===== config.mk =====
export PLATFORM = sky130hd
export DESIGN_NAME = uart_tx_cfg
export DESIGN_NICKNAME = d
export VERILOG_FILES = /design/src/rtl/uart_tx_cfg.sv
export SDC_FILE = /design/constraint.sdc
export NUM_CORES = 1
export LEC_CHECK = 0
export BUFFER_PORTS_ARGS = -buffer_cell sky130_fd_sc_hd__buf_2
export CELL_PAD_IN_SITES_DETAIL_PLACEMENT = 0
export CELL_PAD_IN_SITES_GLOBAL_PLACEMENT = 1
export CORE_MARGIN = 4
export CORE_UTILIZATION = 30
export CTS_CLUSTER_SIZE = 14
export DETAILED_ROUTE_END_ITERATION = 8
export PLACE_DENSITY_LB_ADDON = 0.1
export SETUP_SLACK_MARGIN = 0.15
export SLEW_MARGIN = 15
export SYNTH_ARGS = -nofsm -noshare
export SYNTH_HDL_FRONTEND = slang
export SYNTH_SLANG_ARGS = --single-unit
export TNS_END_PERCENT = 10

===== constraint.sdc =====
create_clock -name clk -period 3.01 [get_ports clk]
set_input_delay 0 -clock clk [delete_from_list [all_inputs] [get_ports clk]]
set_output_delay 0 -clock clk [all_outputs]
set_load 0.005 [all_outputs]

===== src/rtl/uart_tx_cfg.sv =====
// uart_tx_cfg: runtime-configurable UART transmitter with input FIFO and break generation.
// Ports: clk/rst (async, active-high); in_data/in_valid/in_ready push stream;
// cfg_div, cfg_data_bits, cfg_parity_en, cfg_parity_odd, cfg_two_stop, cfg_break line format;
// tx serial line, busy, frame_done pulse, fifo_level occupancy.
// Optional: define UART_TX_CTS_EN to add cts_n (active-low clear-to-send) gating FIFO pops.
module uart_tx_cfg #(
  parameter int FifoDepth   = 4,
  parameter int DivWidth    = 16,
  parameter int MaxDataBits = 9
) (
  input  logic                         clk,
  input  logic                         rst,
  input  logic [MaxDataBits-1:0]       in_data,
  input  logic                         in_valid,
  output logic                         in_ready,
  input  logic [DivWidth-1:0]          cfg_div,
  input  logic [3:0]                   cfg_data_bits,
  input  logic                         cfg_parity_en,
  input  logic                         cfg_parity_odd,
  input  logic                         cfg_two_stop,
  input  logic                         cfg_break,
`ifdef UART_TX_CTS_EN
  input  logic                         cts_n,
`endif
  output logic                         tx,
  output logic                         busy,
  output logic                         frame_done,
  output logic [$clog2(FifoDepth):0]   fifo_level
);
  localparam int AW = $clog2(FifoDepth);
  typedef enum logic [2:0] {IDLE, START, DATA, PARITY, STOP, BREAK} state_t;
  state_t r_state, w_next;
  logic [MaxDataBits-1:0] r_mem [FifoDepth];
  logic [AW-1:0] r_wp, r_rp;
  logic [AW:0] r_cnt;
  logic [DivWidth-1:0] r_div, r_dcnt;
  logic [3:0] r_nbits, r_bcnt, w_nbits;
  logic [MaxDataBits-1:0] r_shift, w_mask;
  logic r_par_en, r_par, r_two, r_brel;
  logic w_push, w_pop, w_tick, w_dec, w_cts_ok, w_stop_last;
`ifdef UART_TX_CTS_EN
  logic r_cts_s1, r_cts_s2;
  always_ff @(posedge clk or posedge rst)
    if (rst) {r_cts_s2, r_cts_s1} <= 2'b11;
    else {r_cts_s2, r_cts_s1} <= {r_cts_s1, cts_n};
  assign w_cts_ok = !r_cts_s2;
`else
  assign w_cts_ok = 1'b1;
`endif
  assign in_ready    = r_cnt != (AW+1)'(FifoDepth);
  assign w_push      = in_valid && in_ready;
  assign w_tick      = r_dcnt == r_div;
  assign w_stop_last = !r_two || r_bcnt == 4'd1;
  // The last stop clock doubles as an IDLE decision so back-to-back frames have no gap.
  assign w_dec       = r_state == IDLE || (r_state == STOP && w_tick && w_stop_last);
  assign w_pop       = w_dec && !cfg_break && r_cnt != '0 && w_cts_ok;
  assign w_nbits     = cfg_data_bits < 4'd5 ? 4'd5 :
                       cfg_data_bits > 4'(MaxDataBits) ? 4'(MaxDataBits) : cfg_data_bits;
  assign fifo_level  = r_cnt;
  always_comb begin
    w_mask = '0;
    for (int i = 0; i < MaxDataBits; i++) w_mask[i] = i < int'(w_nbits);
  end
  always_comb begin
    w_next     = r_state;
    busy       = r_state != IDLE;
    frame_done = r_state == STOP && w_tick && w_stop_last;
    tx         = r_state == START  ? 1'b0 :
                 r_state == DATA   ? r_shift[0] :
                 r_state == PARITY ? r_par :
                 r_state == BREAK  ? r_brel : 1'b1;
    if (w_dec) w_next = cfg_break ? BREAK : w_pop ? START : IDLE;
    else if (w_tick)
      w_next = r_state == START  ? DATA :
               r_state == DATA   ? (r_bcnt == r_nbits - 4'd1 ? (r_par_en ? PARITY : STOP) : DATA) :
               r_state == PARITY ? STOP :
               (r_state == BREAK && r_brel) ? IDLE : r_state;
  end
  always_ff @(posedge clk or posedge rst)
    if (rst) r_state <= IDLE;
    else r_state <= w_next;
  always_ff @(posedge clk)
    if (w_push) r_mem[r_wp] <= in_data;
  always_ff @(posedge clk or posedge rst)
    if (rst) begin
      r_wp     <= '0;
      r_rp     <= '0;
      r_cnt    <= '0;
      r_div    <= '0;
      r_dcnt   <= '0;
      r_nbits  <= 4'd5;
      r_bcnt   <= '0;
      r_shift  <= '0;
      r_par_en <= 1'b0;
      r_par    <= 1'b0;
      r_two    <= 1'b0;
      r_brel   <= 1'b0;
    end else begin
      if (w_push) r_wp <= r_wp + 1'b1;
      if (w_pop) r_rp <= r_rp + 1'b1;
      r_cnt  <= r_cnt + (AW+1)'(w_push) - (AW+1)'(w_pop);
      // While break holds the line low the divider idles; release timing starts at zero.
      r_dcnt <= (w_pop || w_tick || r_state == IDLE || (r_state == BREAK && !r_brel)) ? '0 : r_dcnt + 1'b1;
      r_bcnt <= (w_pop || (w_tick && w_next != r_state)) ? '0 : w_tick ? r_bcnt + 1'b1 : r_bcnt;
      r_brel <= r_state == BREAK && (r_brel || !cfg_break);
      if (w_pop) begin
        r_div    <= cfg_div;
        r_nbits  <= w_nbits;
        r_par_en <= cfg_parity_en;
        r_par    <= ^(r_mem[r_rp] & w_mask) ^ cfg_parity_odd;
        r_two    <= cfg_two_stop;
        r_shift  <= r_mem[r_rp];
      end else if (r_state == DATA && w_tick) r_shift <= r_shift >> 1;
      else if (r_state == BREAK && !r_brel && !cfg_break) r_div <= cfg_div;
    end
endmodule

==> metrics.cfg, run 1 <==
[sta]
finalSetupViolCount = 0
period_share_pct = 91.45
tns_ps = 0
whs_ps = 84.46
rsz0062_at_grt = true
timing.slew.headroom_pct = 31.44
max_freq_mhz = 363.3
fin_crit_ps = 2753
tightest_slew_ps = 1027
slew_violations = 0
timing.final.hold_violations = 0
skew_ps = 5.897

[critical_path]
worst_setup_path_start_kind = flop
endpoint_kind = flop
slowest_delay_ps = 380
crit_path_start = r_bcnt[1]
required_ps = 3250
worstRegToRegCells = 9
path_cells = inv_1 -> ha_1 -> or3b_4 -> a211o_1 -> or3_4 -> o21ai_4 -> buf_6 -> nor2_2 -> mux2_4
timing.rr.start = r_bcnt[1]
worstSetupPathType = flop to flop
cpMaxStageDelayCell = dfrtp_1
cp_max_fo = 27
cp.arrival_ps = 2990

[logic_synthesis]
synth_flop_cell = dfrtp_1
synth_edf_count = 36
async_flop_share_pct = 63.64
synthesis.area_um2 = 4716
synth_top_area_share_pct = 32.37
syn_inst = 379
syn_nets = 426
synth-seq-cells = 99
netlist_top_cells_area = dfrtp_1 32%, edfxtp_1 23%, xor2_1 5.6%
seq_area_frac_synth_pct = 56.41
synth_cell_type_count = 53
synth_area_leader_cell = dfrtp_1
syn_avg_cell_area_um2 = 12.44
yosys_warnings = 0

[die]
die_x_um = 133.4
io_pins = 43
die_h_um = 133.4
rows = 45
start_util_pct = 30.79
coreArea_um2 = 15310
dieArea_um2 = 17790

[cts]
cts_tree = yes
cts_buffers = 9
clock_sinks = 99
clkSlewWorstSetupHoldPaths_ps = 70
htree_levels = 3
clkLatencyLatePin_ps = 350
cts_root_buffer = clkbuf_16
cts_max_path_buffers = 2

[power]
p_leak_nw = 2.535
power.density_nw_per_um2 = 724.8
max-vdd-ir-drop_mv = 0.4163

[min_path]
holdPathStages = 3
hp-start = in_valid
hold_class = input port to flop

[placed_design]
gp_congestion = 0.7602
io_buffers = 42
place_hpwl_mm = 7.103

[final_layout]
drive_above_1_share_pct = 22.77
multiInputGateArea_um2 = 1948
fillers = 1558
nets = 512
syn2layout_area_growth_pct = 24.33
regArea_um2 = 2660
antenna_cells = 0

[route]
dr_total_vias = 3097
first_iter_violations = 136
viasPerCell = 4.548
drt_first_pass_iters = 4
routed_wl_mm = 10.18
drc = 0
wl_per_cell_um = 14.95
antenna_left = 0

[grt]
grt_remaining_overflow = 0
grt_pass1_vias = 3152
grt_max_degree = 43
antenna_found_initial = 0
grt_usage_pct = 11.90
grt_pass1_wl_mm = 16.63

[status]
status = finished, final reports clean

[flow_run]
drv_cap = 0

[path summary, 6_finish.rpt]
check                                   to  slack, ps
worst min register to register  r_shift[2]        480
worst max-delay path              r_div[5]        260
worst max register to register    r_div[5]        260
worst min-delay path               r_wp[0]         80
min in group asynchronous        r_bcnt[3]        220
max in group asynchronous       r_shift[3]       1870
[state kept, by name, indices dropped and copies added (netlist names)]
name and count:
r_brel 1, r_par_en 1, r_state 3, r_bcnt 4, fifo_level 3, r_shift 9
r_two 1, r_dcnt 16, r_wp 2, r_rp 2, r_div 16, r_mem 36
r_par 1, r_nbits 4
[where the power goes]
part / switching (mW) / internal, mW / total, mW / leakage [nW]
clock: 0.551 / 0.667 / 1.22 / 0.155
combinational: 0.508 / 0.555 / 1.06 / 1.27
sequential: 0.241 / 1.73 / 1.97 / 1.11
total: 1.30 / 2.95 / 4.25 / 2.54
[Yosys cell counts (3+ instances only)]
library cell and n:
nor4_1 5, xnor2_1 17, xor2_1 30, and3_1 9, mux4_2 9, ha_1 10, mux2_4 10, a21o_1 3
o21ai_0 15, clkbuf_1 6, nand3_1 12, nor3_1 5, inv_1 17, nor2_1 29, dfrtp_1 61, a21oi_1 9
a22oi_1 8, a2111oi_0 3, mux2_2 9, edfxtp_1 36, nand2_1 35
[final cells by class]
| cell class | instances | share of cell area [%] |
|---|---|---|
| flip-flops and latches | 99 | 45.37 |
| multi-input cells | 253 | 33.23 |
| repair buffers | 85 | 10.48 |
| well taps | 211 | 4.503 |
| clock buffers | 9 | 3.841 |
| clock inverters | 7 | 1.494 |
| inverters | 17 | 1.088 |
[metal layers]
| layer | part of all wire, % | global-route usage, % | up-vias |
|---|---|---|---|
| met4 | 1.2 | 2.914 | 0 |
| met1 | 50 | 16.19 | 1514 |
| met2 | 46 | 18.62 | 41 |
| met3 | 2.9 | 3.739 | 9 |
| met5 | 0 | 0 | - |
| li1 | - | - | 1533 |
[cell usage in the layout (no fill, tap or decap), drive strengths merged, types with 3 or more instances in the layout]
cell type / n
a2111oi: 3
a21o: 3
a21oi: 9
a22oi: 8
and3: 9
buf: 54
clkbuf: 9
dfrtp: 61
dlygate4sd3: 31
edfxtp: 36
ha: 10
inv: 22
mux2: 19
mux4: 9
nand2: 35
nand3: 12
nor2: 31
nor3: 5
nor4: 5
o21ai: 17
xnor2: 17
xor2: 30
[worst max-delay path: cells and delay by family, from the launching register on]
| family | cells | cell delay (ps) |
|---|---|---|
| compound gates | 2 | 480 |
| fa+ha+maj | 1 | 120 |
| buf+inv | 2 | 300 |
| flops | 1 | 380 |
| mux | 1 | 360 |
| simple gates | 3 | 970 |
[metrics by stage]
step	cells	power (mW)	util, %	worst slack, ps	cell area, µm²
finish	681	4.250	38.28	257.4	5863
global route	681	4.514	38.28	113.9	5863
CTS	681	4.337	38.28	234.9	5862
detailed placement	634	3.054	34.18	147.3	5235
global placement	634	3.048	34.18	166.4	5235
floorplan	379	2.728	-	3.195	4728
[logic make-up after synthesis]
| logic type | Yosys count | share of synthesized area, % |
|---|---|---|
| compound gates | 57 | 8.331 |
| xor+xnor | 48 | 9.207 |
| fa+ha+maj | 11 | 3.078 |
| buf+inv | 27 | 2.361 |
| flops | 99 | 56.41 |
| mux | 28 | 9.631 |
| simple gates | 109 | 10.98 |
[what timing repair did]
action | in CTS | in global routing
setup buffers | 0 | 0
hold buffers | 31 | 0
endpoints found under the hold margin | 77 | 0
setup endpoints to repair | 9 | 19
gates resized for setup | 1 | 1
gates cloned | 0 | 0
No activity file was read; power rests on OpenSTA's default activity.
==> inputs of run 2 (changes only) <==
--- a/config.mk
+++ b/config.mk
@@ -6,9 +6,9 @@
 export NUM_CORES = 1
 export LEC_CHECK = 0
 export BUFFER_PORTS_ARGS = -buffer_cell sky130_fd_sc_hd__buf_2
-export CELL_PAD_IN_SITES_DETAIL_PLACEMENT = 0
+export CELL_PAD_IN_SITES_DETAIL_PLACEMENT = 1
 export CELL_PAD_IN_SITES_GLOBAL_PLACEMENT = 1
-export CORE_MARGIN = 4
+export CORE_MARGIN = 1.5
 export CORE_UTILIZATION = 30
 export CTS_CLUSTER_SIZE = 14
 export DETAILED_ROUTE_END_ITERATION = 8
==> metrics.cfg, run 2 (same netlist as run 1, synthesis figures left out) <==
[status]
status = finished, final reports clean

[cts]
clkLatencyLatePin_ps = 350
clock_sinks = 99
clkSlewWorstSetupHoldPaths_ps = 70
htree_levels = 3
cts_buffers = 9
cts_max_path_buffers = 2
cts_root_buffer = clkbuf_16
cts_tree = yes

[grt]
grt_usage_pct = 14.21
grt_max_degree = 28
grt_pass1_wl_mm = 17.88
antenna_found_initial = 0
grt_remaining_overflow = 0
grt_pass1_vias = 3461

[critical_path]
crit_path_end = fifo_level[1]
path_cells = inv_2 -> ha_1 -> or3b_4 -> a211o_1 -> or3_4 -> o21ai_4 -> ha_1 -> inv_1 -> ha_2 -> fa_1
path_delay_family = adder cells
critical_path_buf_inv_count = 2
required_ps = 3230
worst_setup_path_start_kind = flop
cp_max_fo = 4
slowest_delay_ps = 440
crit_path_start = r_bcnt[1]
rrSetupSlack_ps = 200
crit_top_cell = ha_1
cpMaxStageDelayCell = dfrtp_2
cp.arrival_ps = 3030
timing.rr.start = r_bcnt[1]
r2r_end = fifo_level[1]
worstSetupPathType = flop to flop
cp.depth = 10
worstRegToRegCells = 10
endpoint_kind = flop

[final_layout]
largest-register = r_mem
top_regs = r_mem: 36 flops, r_dcnt: 16 flops, r_div: 16 flops
antenna_cells = 0
syn2layout_area_growth_pct = 24.78
largest_register_ffs = 36
drive_above_1_share_pct = 23.83
nets = 512
final_cell_mix = 59 x dfrtp_1, 42 x buf_2, 36 x edfxtp_1, 35 x nand2_1, 31 x dlygate4sd3_1
layout_commonest_cell = dfrtp_1

[die]
die_h_um = 128.4
die_x_um = 128.4
io_pins = 43
dieArea_um2 = 16480
coreArea_um2 = 15260
start_util_pct = 30.91
rows = 45

[sta]
rsz0062_at_grt = true
slew_violations = 0
timing.final.hold_violations = 0
period_share_pct = 93.36
max_freq_mhz = 355.9
tightest_slew_ps = 621.3
tns_ps = 0
timing.slew.headroom_pct = 58.52
finalSetupViolCount = 0
skew_ps = 7.445
setup_slack_ps = 199.9
fin_crit_ps = 2810

[route]
viasPerCell = 4.680
first_iter_violations = 142
wl_per_cell_um = 15.76
drc = 0
routed_wl_mm = 10.73
antenna_left = 0
dr_total_vias = 3187
drt_first_pass_iters = 4

[power]
p_leak_nw = 2.530
max-vdd-ir-drop_mv = 0.3766
power_mw = 4.269
power.density_nw_per_um2 = 725.5

[placed_design]
io_buffers = 42
place_hpwl_mm = 7.528
pre_cts_ws_ps = 58.91
gp_congestion = 0.7303

[min_path]
hold_class = input port to flop

[flow_run]
drv_cap = 0

## run 2: how the worst min path moves through the flow
stage / slack [ps] / startpoint / cells past startpoint / to
after floorplan: 50 / cfg_data_bits[3] / 1 / r_nbits[2]
after global placement: 120 / rst / 2 / fifo_level[1]
after detailed placement: 120 / rst / 2 / fifo_level[1]
after CTS: 70 / in_valid / 3 / r_wp[0]
after global routing: 130 / in_valid / 3 / r_wp[0]
final: 80 / in_valid / 3 / r_wp[0]
## run 2: cell type report
type                            instances  area (µm²)
Fill cell                            1658        9374
Timing Repair Buffer                   85       614.3
Sequential cell                        99        2663
Tap cell                              211       264.0
Multi-Input combinational cell        253        1963
Clock inverter                          7       91.34
Inverter                               17       63.81
Clock buffer                            9       225.2
## run 2: layer usage
metal	wire (µm)	share of wire [%]	global-route usage, %
met5	0	0	0
met4	92	0.86	3.173
met3	344	3.2	3.950
met2	5100	48	23.06
met1	5195	48	19.06
## run 2: worst min-delay path, stage by stage
cell     delay (ps)
buf_2           110
and2_1          210
xnor2_1          80
## run 2: where the power goes
group          leakage, nW  internal (mW)  switching, mW
Sequential            1.11           1.73          0.253
Combinational         1.27          0.555          0.507
Clock                0.152          0.667          0.560
Total                 2.53           2.95           1.32
## run 2: through the flow
stage	utilization, %	cell area, µm²	hold WS [ps]	cells
after floorplan	-	4728	50.40	379
after global placement	34.21	5220	123.3	632
after detailed placement	34.21	5220	120.5	632
after CTS	38.35	5852	74.37	679
after global routing	38.57	5884	130.1	681
final	38.57	5884	84.71	681
## run 2: repair_timing
action                                 4_1_cts  5_1_grt
endpoints found under the hold margin       83        0
hold buffers                                31        0
setup buffers                                0        2
pin swaps                                    0        4
gates resized for setup                      1        8
setup endpoints to repair                   18       30
==> inputs of run 3 (changes only) <==
==> constraint.sdc (replaced) <==
create_clock -name clk -period 3.32 [get_ports clk]
set_input_delay 0 -clock clk [delete_from_list [all_inputs] [get_ports clk]]
set_output_delay 0 -clock clk [all_outputs]
set_load 0.005 [all_outputs]
==> metrics.cfg, run 3 (same netlist as run 1, synthesis figures left out) <==
[cts]
clkLatencyLatePin_ps = 360
cts_max_path_buffers = 2
cts_root_buffer = clkbuf_16
cts_tree = yes
cts-hold-fix-buffers = 31
htree_levels = 3
clock_sinks = 99
cts_setup_buffers = 0
cts.repair.resized = 0
clkSlewWorstSetupHoldPaths_ps = 80
cts_buffers = 9

[route]
dr_total_vias = 3125
first_iter_violations = 118
viasPerCell = 4.630
routed_wl_mm = 10.47
drc = 0
antenna_left = 0
drt_first_pass_iters = 4
wl_per_cell_um = 15.51

[critical_path]
cpMaxStageDelayCell = dfrtp_1
critical_path_buf_inv_count = 2
slowest_delay_ps = 430
worst_setup_path_start_kind = flop
rrSetupSlack_ps = 360
path_cells = inv_1 -> ha_1 -> or3b_1 -> a211o_1 -> or3_4 -> o21ai_4 -> buf_4 -> nor2_2 -> mux2_4
r2r_end = r_div[9]
worstSetupPathType = flop to flop
cp_max_fo = 27
required_ps = 3560
timing.rr.start = r_bcnt[1]
path_delay_family = simple AND/OR/NAND/NOR gates
worstRegToRegCells = 9
endpoint_kind = flop
cp.arrival_ps = 3200

[final_layout]
largest_register_ffs = 36
largest-register = r_mem
nets = 506
final_core_util_pct = 38.11
antenna_cells = 0
layout_commonest_cell = dfrtp_1
final_area_um2 = 5814
syn2layout_area_growth_pct = 23.30
drive_above_1_share_pct = 21.55
final_cell_mix = 61 x dfrtp_1, 42 x buf_2, 36 x edfxtp_1, 35 x nand2_1, 31 x dlygate4sd3_1
top_regs = r_mem: 36 flops, r_dcnt: 16 flops, r_div: 16 flops
final_cells = 675

[sta]
rsz0062_at_grt = false
slew_violations = 0
timing.final.hold_violations = 0
max_freq_mhz = 338.0
setup_slack_ps = 361.0
timing.slew.headroom_pct = 32.62
whs_ps = 74.13
finalSetupViolCount = 0
fin_crit_ps = 2959
period_share_pct = 89.13
tns_ps = 0
tightest_slew_ps = 1010
skew_ps = 12.12

[placed_design]
pre_cts_ws_ps = 354.5
place_area_um2 = 5187
io_buffers = 42
gp_congestion = 0.7745
place_hpwl_mm = 7.367
dp_cells = 628

[power]
power_mw = 3.866
p_leak_nw = 2.502
power.density_nw_per_um2 = 664.9
max-vdd-ir-drop_mv = 0.3469

[grt]
grt_pass1_vias = 3421
grtUsageMet1_pct = 17.84
grt_util_met3_pct = 4.407
antenna_found_initial = 0
grt_busiest_layer = met2
use_met2_pct = 23.75
grt_max_degree = 45
grt_remaining_overflow = 0
grt_pass1_wl_mm = 17.55
grt_usage_pct = 14.20

[flow_run]
drv_cap = 0

[status]
status = finished, final reports clean

[die]
io_pins = 43
start_util_pct = 30.91
die_h_um = 128.4
coreArea_um2 = 15260
rows = 45
die_x_um = 128.4
dieArea_um2 = 16480

[min_path]
holdPathStages = 3
hold_end = r_wp[0]
hold_class = input port to flop
hp-start = in_valid

[run 3: cell count changes in the layout (fill, tap and decap cells not counted), moves of 2 or more]
cell and change:
inv_8 +2, buf_4 -5, dfrtp_1 +2, inv_6 -2
dfrtp_2 -2
[run 3: how the worst max path moves through the flow]
stage / from / end / slack, ps / cells after the start
6_report: r_bcnt[1] / r_div[9] / 360 / 9
3_5_place_dp: r_bcnt[1] / r_div[9] / 350 / 9
2_1_floorplan: r_bcnt[1] / fifo_level[1] / 180 / 11
4_1_cts: r_bcnt[1] / r_div[9] / 330 / 9
3_3_place_gp: r_bcnt[1] / r_div[9] / 400 / 9
5_1_grt: r_bcnt[1] / r_div[9] / 210 / 9
[run 3: area by class of cell]
class | count | area [µm²]
fill | 1634 | 9444
sequential | 99 | 2660
multi-input combinational | 253 | 1944
timing repair buffer | 79 | 565.5
tap | 211 | 264.0
clock buffer | 9 | 225.2
clock inverter | 7 | 91.34
inverter | 17 | 63.81
[run 3: metal layers]
layer	vias up	wire (µm)
met3	8	359
met1	1562	4866
met2	38	5130
met5	-	0
met4	0	111
li1	1517	-
[run 3: report_power, final]
part | total [mW] | internal (mW) | switching (mW)
Clock | 1.10 | 0.551 | 0.550
Combinational | 0.972 | 0.501 | 0.472
Sequential | 1.79 | 1.57 | 0.228
[run 3: worst min-delay path, cell delays in order]
cell,delay (ps)
buf_2,110
and2_1,210
xnor2_1,80
